===== src/rtl/mips_perf_trace_monitor.sv =====
// Performance/trace monitor for the single-cycle MIPS core: per-class saturating
// retirement counters, a cycle counter and a {pc, instr} trace FIFO.
module mips_perf_trace_monitor #(
  parameter int CNT_W       = 32,
  parameter int PC_W        = 32,
  parameter int TRACE_DEPTH = 16,
  parameter int TRACE_MODE  = 0
) (
  input  logic                          clk,
  input  logic                          rst,
  input  logic                          clear,
  input  logic                          enable,
  input  logic                          instr_valid,
  input  logic [31:0]                   instr,
  input  logic [PC_W-1:0]               pc,
  input  logic                          trace_rd_en,
  output logic [PC_W+31:0]              trace_rd_data,
  output logic                          trace_rd_valid,
  output logic [$clog2(TRACE_DEPTH):0]  trace_level,
  output logic                          trace_empty,
  output logic                          trace_full,
  output logic                          trace_overflow,
  output logic [CNT_W-1:0]              cycle_count,
  output logic [CNT_W-1:0]              instr_count,
  output logic [CNT_W-1:0]              alu_count,
  output logic [CNT_W-1:0]              mem_count,
  output logic [CNT_W-1:0]              branch_count,
  output logic [CNT_W-1:0]              jump_count,
  output logic [CNT_W-1:0]              nop_count,
  output logic [CNT_W-1:0]              unknown_count,
  output logic                          cnt_sat
);

  localparam int PTR_W = $clog2(TRACE_DEPTH);
  localparam int LVL_W = PTR_W + 1;
  localparam int ENT_W = PC_W + 32;
  localparam logic [LVL_W-1:0] DEPTH_L = LVL_W'(TRACE_DEPTH);
  localparam logic CIRC = (TRACE_MODE == 0);

  localparam int CYC = 0;
  localparam int INS = 1;
  localparam int ALU = 2;
  localparam int MEM = 3;
  localparam int BRA = 4;
  localparam int JMP = 5;
  localparam int NOP = 6;
  localparam int UNK = 7;

  logic [5:0] op;
  logic [5:0] fn;
  logic       is_nop;
  logic       ev;
  logic [7:0] cls;
  logic [7:0] inc;

  assign op     = instr[31:26];
  assign fn     = instr[5:0];
  assign is_nop = (instr == '0);
  assign ev     = instr_valid & enable & ~clear;

  always_comb begin
    cls = '0;
    if (is_nop) begin
      cls[NOP] = 1'b1;
    end else begin
      unique case (op)
        6'h00: begin
          if (fn inside {6'h20, 6'h22, 6'h24, 6'h25, 6'h2A, 6'h26, 6'h00, 6'h02})
            cls[ALU] = 1'b1;
          else
            cls[UNK] = 1'b1;
        end
        6'h08, 6'h0C, 6'h0D, 6'h0A: cls[ALU] = 1'b1;
        6'h23, 6'h2B:               cls[MEM] = 1'b1;
        6'h04, 6'h05:               cls[BRA] = 1'b1;
        6'h02:                      cls[JMP] = 1'b1;
        default:                    cls[UNK] = 1'b1;
      endcase
    end
  end

  always_comb begin
    inc      = ev ? cls : '0;
    inc[CYC] = enable;
    inc[INS] = ev & ~is_nop;
  end

  // Counters: index-addressed bank so saturation logic is shared by all eight.
  logic [CNT_W-1:0] cnt_q [8];
  logic [CNT_W-1:0] cnt_d [8];
  logic             sat_hit;

  always_comb begin
    sat_hit = 1'b0;
    for (int unsigned i = 0; i < 8; i++) begin
      cnt_d[i] = cnt_q[i];
      if (inc[i] && (cnt_q[i] != '1))
        cnt_d[i] = cnt_q[i] + 1'b1;
      if (cnt_d[i] == '1)
        sat_hit = 1'b1;
    end
  end

  always_ff @(posedge clk or posedge rst) begin
    if (rst) begin
      for (int unsigned i = 0; i < 8; i++) cnt_q[i] <= '0;
      cnt_sat <= 1'b0;
    end else if (clear) begin
      for (int unsigned i = 0; i < 8; i++) cnt_q[i] <= '0;
      cnt_sat <= 1'b0;
    end else begin
      for (int unsigned i = 0; i < 8; i++) cnt_q[i] <= cnt_d[i];
      if (sat_hit) cnt_sat <= 1'b1;
    end
  end

  assign cycle_count   = cnt_q[CYC];
  assign instr_count   = cnt_q[INS];
  assign alu_count     = cnt_q[ALU];
  assign mem_count     = cnt_q[MEM];
  assign branch_count  = cnt_q[BRA];
  assign jump_count    = cnt_q[JMP];
  assign nop_count     = cnt_q[NOP];
  assign unknown_count = cnt_q[UNK];

  logic [ENT_W-1:0] mem [TRACE_DEPTH];
  logic [PTR_W-1:0] wr_ptr;
  logic [PTR_W-1:0] rd_ptr;
  logic             do_rd;
  logic             mem_we;
  logic             rd_adv;
  logic             ovf_set;
  logic [LVL_W-1:0] level_d;

  // Circular overwrite on a full FIFO is a write plus a silent read-pointer advance.
  always_comb begin
    do_rd   = trace_rd_en & ~trace_empty & ~clear;
    mem_we  = ev & (~trace_full | do_rd | CIRC);
    rd_adv  = do_rd | (ev & trace_full & CIRC);
    ovf_set = ev & trace_full & ~do_rd;
    level_d = trace_level;
    unique case ({mem_we, rd_adv})
      2'b10:   level_d = trace_level + 1'b1;
      2'b01:   level_d = trace_level - 1'b1;
      default: level_d = trace_level;
    endcase
  end

  always_ff @(posedge clk or posedge rst) begin
    if (rst) begin
      wr_ptr         <= '0;
      rd_ptr         <= '0;
      trace_level    <= '0;
      trace_empty    <= 1'b1;
      trace_full     <= 1'b0;
      trace_overflow <= 1'b0;
      trace_rd_valid <= 1'b0;
      trace_rd_data  <= '0;
    end else if (clear) begin
      wr_ptr         <= '0;
      rd_ptr         <= '0;
      trace_level    <= '0;
      trace_empty    <= 1'b1;
      trace_full     <= 1'b0;
      trace_overflow <= 1'b0;
      trace_rd_valid <= 1'b0;
      trace_rd_data  <= '0;
    end else begin
      if (mem_we) wr_ptr <= wr_ptr + 1'b1;
      if (rd_adv) rd_ptr <= rd_ptr + 1'b1;
      trace_level    <= level_d;
      trace_empty    <= (level_d == '0);
      trace_full     <= (level_d == DEPTH_L);
      if (ovf_set) trace_overflow <= 1'b1;
      trace_rd_valid <= do_rd;
      if (do_rd) trace_rd_data <= mem[rd_ptr];
    end
  end

  always_ff @(posedge clk) begin
    if (mem_we) mem[wr_ptr] <= {pc, instr};
  end

endmodule

===== config.mk =====
export PLATFORM = sky130hd
export DESIGN_NAME = mips_perf_trace_monitor
export DESIGN_NICKNAME = d
export VERILOG_FILES = /design/src/rtl/mips_perf_trace_monitor.sv
export SDC_FILE = /design/constraint.sdc
export NUM_CORES = 2
export LEC_CHECK = 0
export CAP_MARGIN = 15
export CORE_ASPECT_RATIO = 1.75
export CORE_MARGIN = 4
export CORE_UTILIZATION = 41
export DETAILED_ROUTE_END_ITERATION = 16
export PLACE_DENSITY = 0.7
export SETUP_SLACK_MARGIN = 0.4
export SLEW_MARGIN = 40
export SYNTH_ARGS = -nofsm -noshare
export SYNTH_HDL_FRONTEND = slang
export SYNTH_SLANG_ARGS = --single-unit

===== constraint.sdc =====
create_clock -name clk -period 14.75 [get_ports clk]
set_clock_uncertainty 0.1 [all_clocks]
set_input_delay 2.95 -clock clk [delete_from_list [all_inputs] [get_ports clk]]
set_output_delay 2.95 -clock clk [all_outputs]
set_load 0.03 [all_outputs]

==> results_dict.tcl <==
set metrics [dict create \
    fin_area_um2 68600 \
    holdWs_ns 0.403 \
    maxCapViolCount 0 \
    grt_usage 0.216 \
    min_period_ns 6.99 \
    firstDrtPassIters 5 \
    cts_resized 0 \
    synth-xor-area-share 0.0360 \
    area_growth_pct 18.5 \
    synth_compound_area_frac 0.0385 \
    cts_tree "done" \
    worst_hold_path.endpoint "trace_rd_data[1]" \
    dpl_cell_area_um2 64100 \
    fp.coreArea_um2 141000 \
    synth_area_leaders "edfxtp_1, dfrtp_1, mux4_2" \
    root_buffer "clkbuf_16" \
    cp.arrival_ns 7.55 \
    p_per_area_nw_per_um2 115 \
    grt_pass1_vias 36000 \
    yosysTopAreaCellShare 0.531 \
    power_uw 7910 \
    ys_async_sr_fraction 0.248 \
    cts_max_path_buffers 3 \
    die_h_um 505 \
    synthCells 3650 \
    whs_path_depth 1 \
    fin_crit_sh 0.474 \
    layout.cells.non_filler 6001 \
    p_leak_uw 0.0223 \
    ff2ff_setup_slack_ns 10.46 \
    die_w_um 292 \
    path_clk_slew_ns 0.06 \
    grt_first_pass_wirelength_um 238000 \
    rows 182 \
    ys_types 93 \
    yosys_register_bits 1362 \
    yosysWarnings 0 \
    worstSetupEndpointType "flip-flop" \
    final_max_slew_viol_count 0 \
    layout-drive-gt1-share 0.154 \
    drc 0 \
    hp-class "reg2reg" \
    vdd_drop_max_v 0.0000981 \
    insertion_delay_ns 0.76 \
    io_pins 400 \
    synthesis.nets 3738 \
    hold_path.startpoint "trace_rd_data[1]" \
    port-buffer-count 399 \
    grt-ovfl-total 0 \
    gp_congestion 0.948 \
    reg2reg_depth 10 \
    relSlewSlack 0.270 \
    criticalPathCategory "in2reg" \
    cts_buffers 132 \
    rsz0062_at_grt "false" \
    ys_seq_area_frac 0.678 \
    die_area_um2 147000 \
    synthFlopType "edfxtp_1" \
    avgSynthCellArea_um2 15.9 \
    yosysTopAreaCell "edfxtp_1" \
    worstPathRequired_ns 15.30 \
    routedWlPerCell_um 26.7 \
    synth_top_family_by_area "multiplexers" \
    fin_nets 4135 \
    syn_area_um2 57900 \
    antenna_found_initial 8 \
    use_met1 0.264 \
    synth-simple-area-share 0.102 \
    synth_edf_count 1024 \
    grt_max_degree 170 \
    wl_um 160000 \
    synthAdderAreaFrac 0.00402 \
    status "completed" \
    synth_mux_area_frac 0.127 \
    fmax_ghz 0.143 \
    rr_endpoint "cnt_sat" \
    htree_levels 4 \
    viasPerCell 5.78 \
    grt_use_met2 0.371 \
    cp-start-kind "input port" \
    drtAntennaViolNets 0 \
    post-cts-setup-buffers 0 \
    vias 34700 \
    dr.first_iter.drc_count 2896 \
    clock_sinks 1362 \
    hold_violations 0 \
    dp.cells 5752 \
    ctsHoldBuffers 0 \
    initial_core_util 0.412 \
    path_max_fanout 19 \
    reg2reg_from "jump_count[8]" \
    setup_tns_ns 0 \
    gr-max-usage-layer "met2" \
    grt_util_met3 0.0629 \
    hpwl_um 96000 \
    worst_pin_slew_ns 1.10 \
    setup_viol 0 \
]
layout make-up:
type | instances | area, um^2
Tap cell | 1840 | 2300
Fill cell | 11700 | 71900
Multi-Input combinational cell | 2066 | 17900
Inverter | 35 | 145
Clock inverter | 70 | 737
Sequential cell | 1362 | 39200
Timing Repair Buffer | 450 | 4600
Clock buffer | 172 | 3640
Antenna cell | 6 | 15.0
kinds of logic after synthesis:
logic type               Yosys count
XOR/XNOR                         238
AO/OA/AOI/OAI                    317
AND/OR/NAND/NOR                 1159
adder cells (fa/ha/maj)           18
flip-flops                      1362
multiplexers                     334
buffers and inverters            222
worst max-delay path by stage:
stage	slack, ns	startpoint	endpoint
4_1_cts	7.60	instr[0]	cnt_sat
5_1_grt	7.56	instr[0]	cnt_sat
3_5_place_dp	6.79	instr[0]	cnt_sat
6_report	7.76	instr[0]	cnt_sat
2_1_floorplan	2.34	rst	alu_count[0]
3_3_place_gp	6.82	instr[1]	cnt_sat
cells in the mapped netlist (6+ instances only):
| cell type | n |
|---|---|
| edfxtp_1 | 1024 |
| nor2_1 | 355 |
| dfrtp_1 | 337 |
| mux4_2 | 320 |
| nand2_1 | 206 |
| clkbuf_1 | 146 |
| xor2_1 | 135 |
| nand3_1 | 130 |
| xnor2_1 | 103 |
| nand4_1 | 85 |
| nor3_1 | 71 |
| a22o_1 | 65 |
| a21oi_1 | 63 |
| and3_1 | 50 |
| o21ai_0 | 48 |
| and2_1 | 39 |
| a31oi_1 | 37 |
| nor4_1 | 35 |
| and4_1 | 32 |
| inv_1 | 32 |
| or3_1 | 31 |
| buf_1 | 28 |
| nand4b_1 | 21 |
| nand2b_1 | 20 |
| or4_1 | 19 |
| ha_1 | 17 |
| nor3b_1 | 15 |
| mux2i_1 | 14 |
| o22ai_1 | 12 |
| buf_2 | 11 |
| nand3b_1 | 10 |
| o211ai_1 | 8 |
| a211oi_1 | 6 |
| a41oi_1 | 6 |
| nor2b_1 | 6 |
| o31ai_1 | 6 |
| o41ai_1 | 6 |
metrics by stage:
step | worst slack (ns) | util
floorplan | 2.34 | -
global placement | 6.82 | 0.455
detailed placement | 6.79 | 0.456
CTS | 7.60 | 0.487
global route | 7.56 | 0.488
finish | 7.76 | 0.488
routing by layer:
| layer | vias up | share of wire | wire (um) |
|---|---|---|---|
| met5 | - | 0.00031 | 49 |
| met4 | 6 | 0.030 | 4730 |
| met3 | 257 | 0.084 | 13400 |
| met2 | 1306 | 0.51 | 81800 |
| met1 | 18000 | 0.38 | 60000 |
| li1 | 15100 | - | - |
state kept, by name (all words and copies together) (netlist names):
| signal | count |
|---|---|
| mem | 1024 |
| alu_count | 32 |
| mem_count | 32 |
| cnt_sat | 1 |
| trace_overflow | 1 |
| trace_level | 5 |
| unknown_count | 32 |
| trace_empty | 1 |
| trace_full | 1 |
| rd_ptr | 4 |
| instr_count | 32 |
| trace_rd_valid | 1 |
| jump_count | 32 |
| cycle_count | 32 |
| trace_rd_data | 64 |
| branch_count | 32 |
| nop_count | 32 |
| wr_ptr | 4 |
critical path: stages:
cell             delay, ns
clkdlybuf4s50_1       0.94
nor4bb_1              0.16
a31o_1                0.33
o21ai_1               0.38
nand3_1               0.44
nor2_2                0.70
a21oi_1               0.14
or4_1                 0.52
or4_1                 0.58
o211a_1               0.27
a41oi_2               0.12
cell usage in the layout (no fill, tap or decap), drive strengths merged, types with 87 or more instances in the layout:
cell type and n:
dfrtp 337, nand4 87, nor2 355, nand2 207, xor2 135, xnor2 103, clkbuf 173, clkdlybuf4s50 398
mux4 320, edfxtp 1024, nand3 131
power breakdown:
| part | internal [uW] | leakage (uW) | switching, uW | total, uW |
|---|---|---|---|---|
| registers | 4150 | 0.0139 | 16.4 | 4170 |
| logic | 149 | 0.00627 | 202 | 351 |
| clock network | 1910 | 0.00213 | 1490 | 3390 |
(Power assumes the default switching activity.)
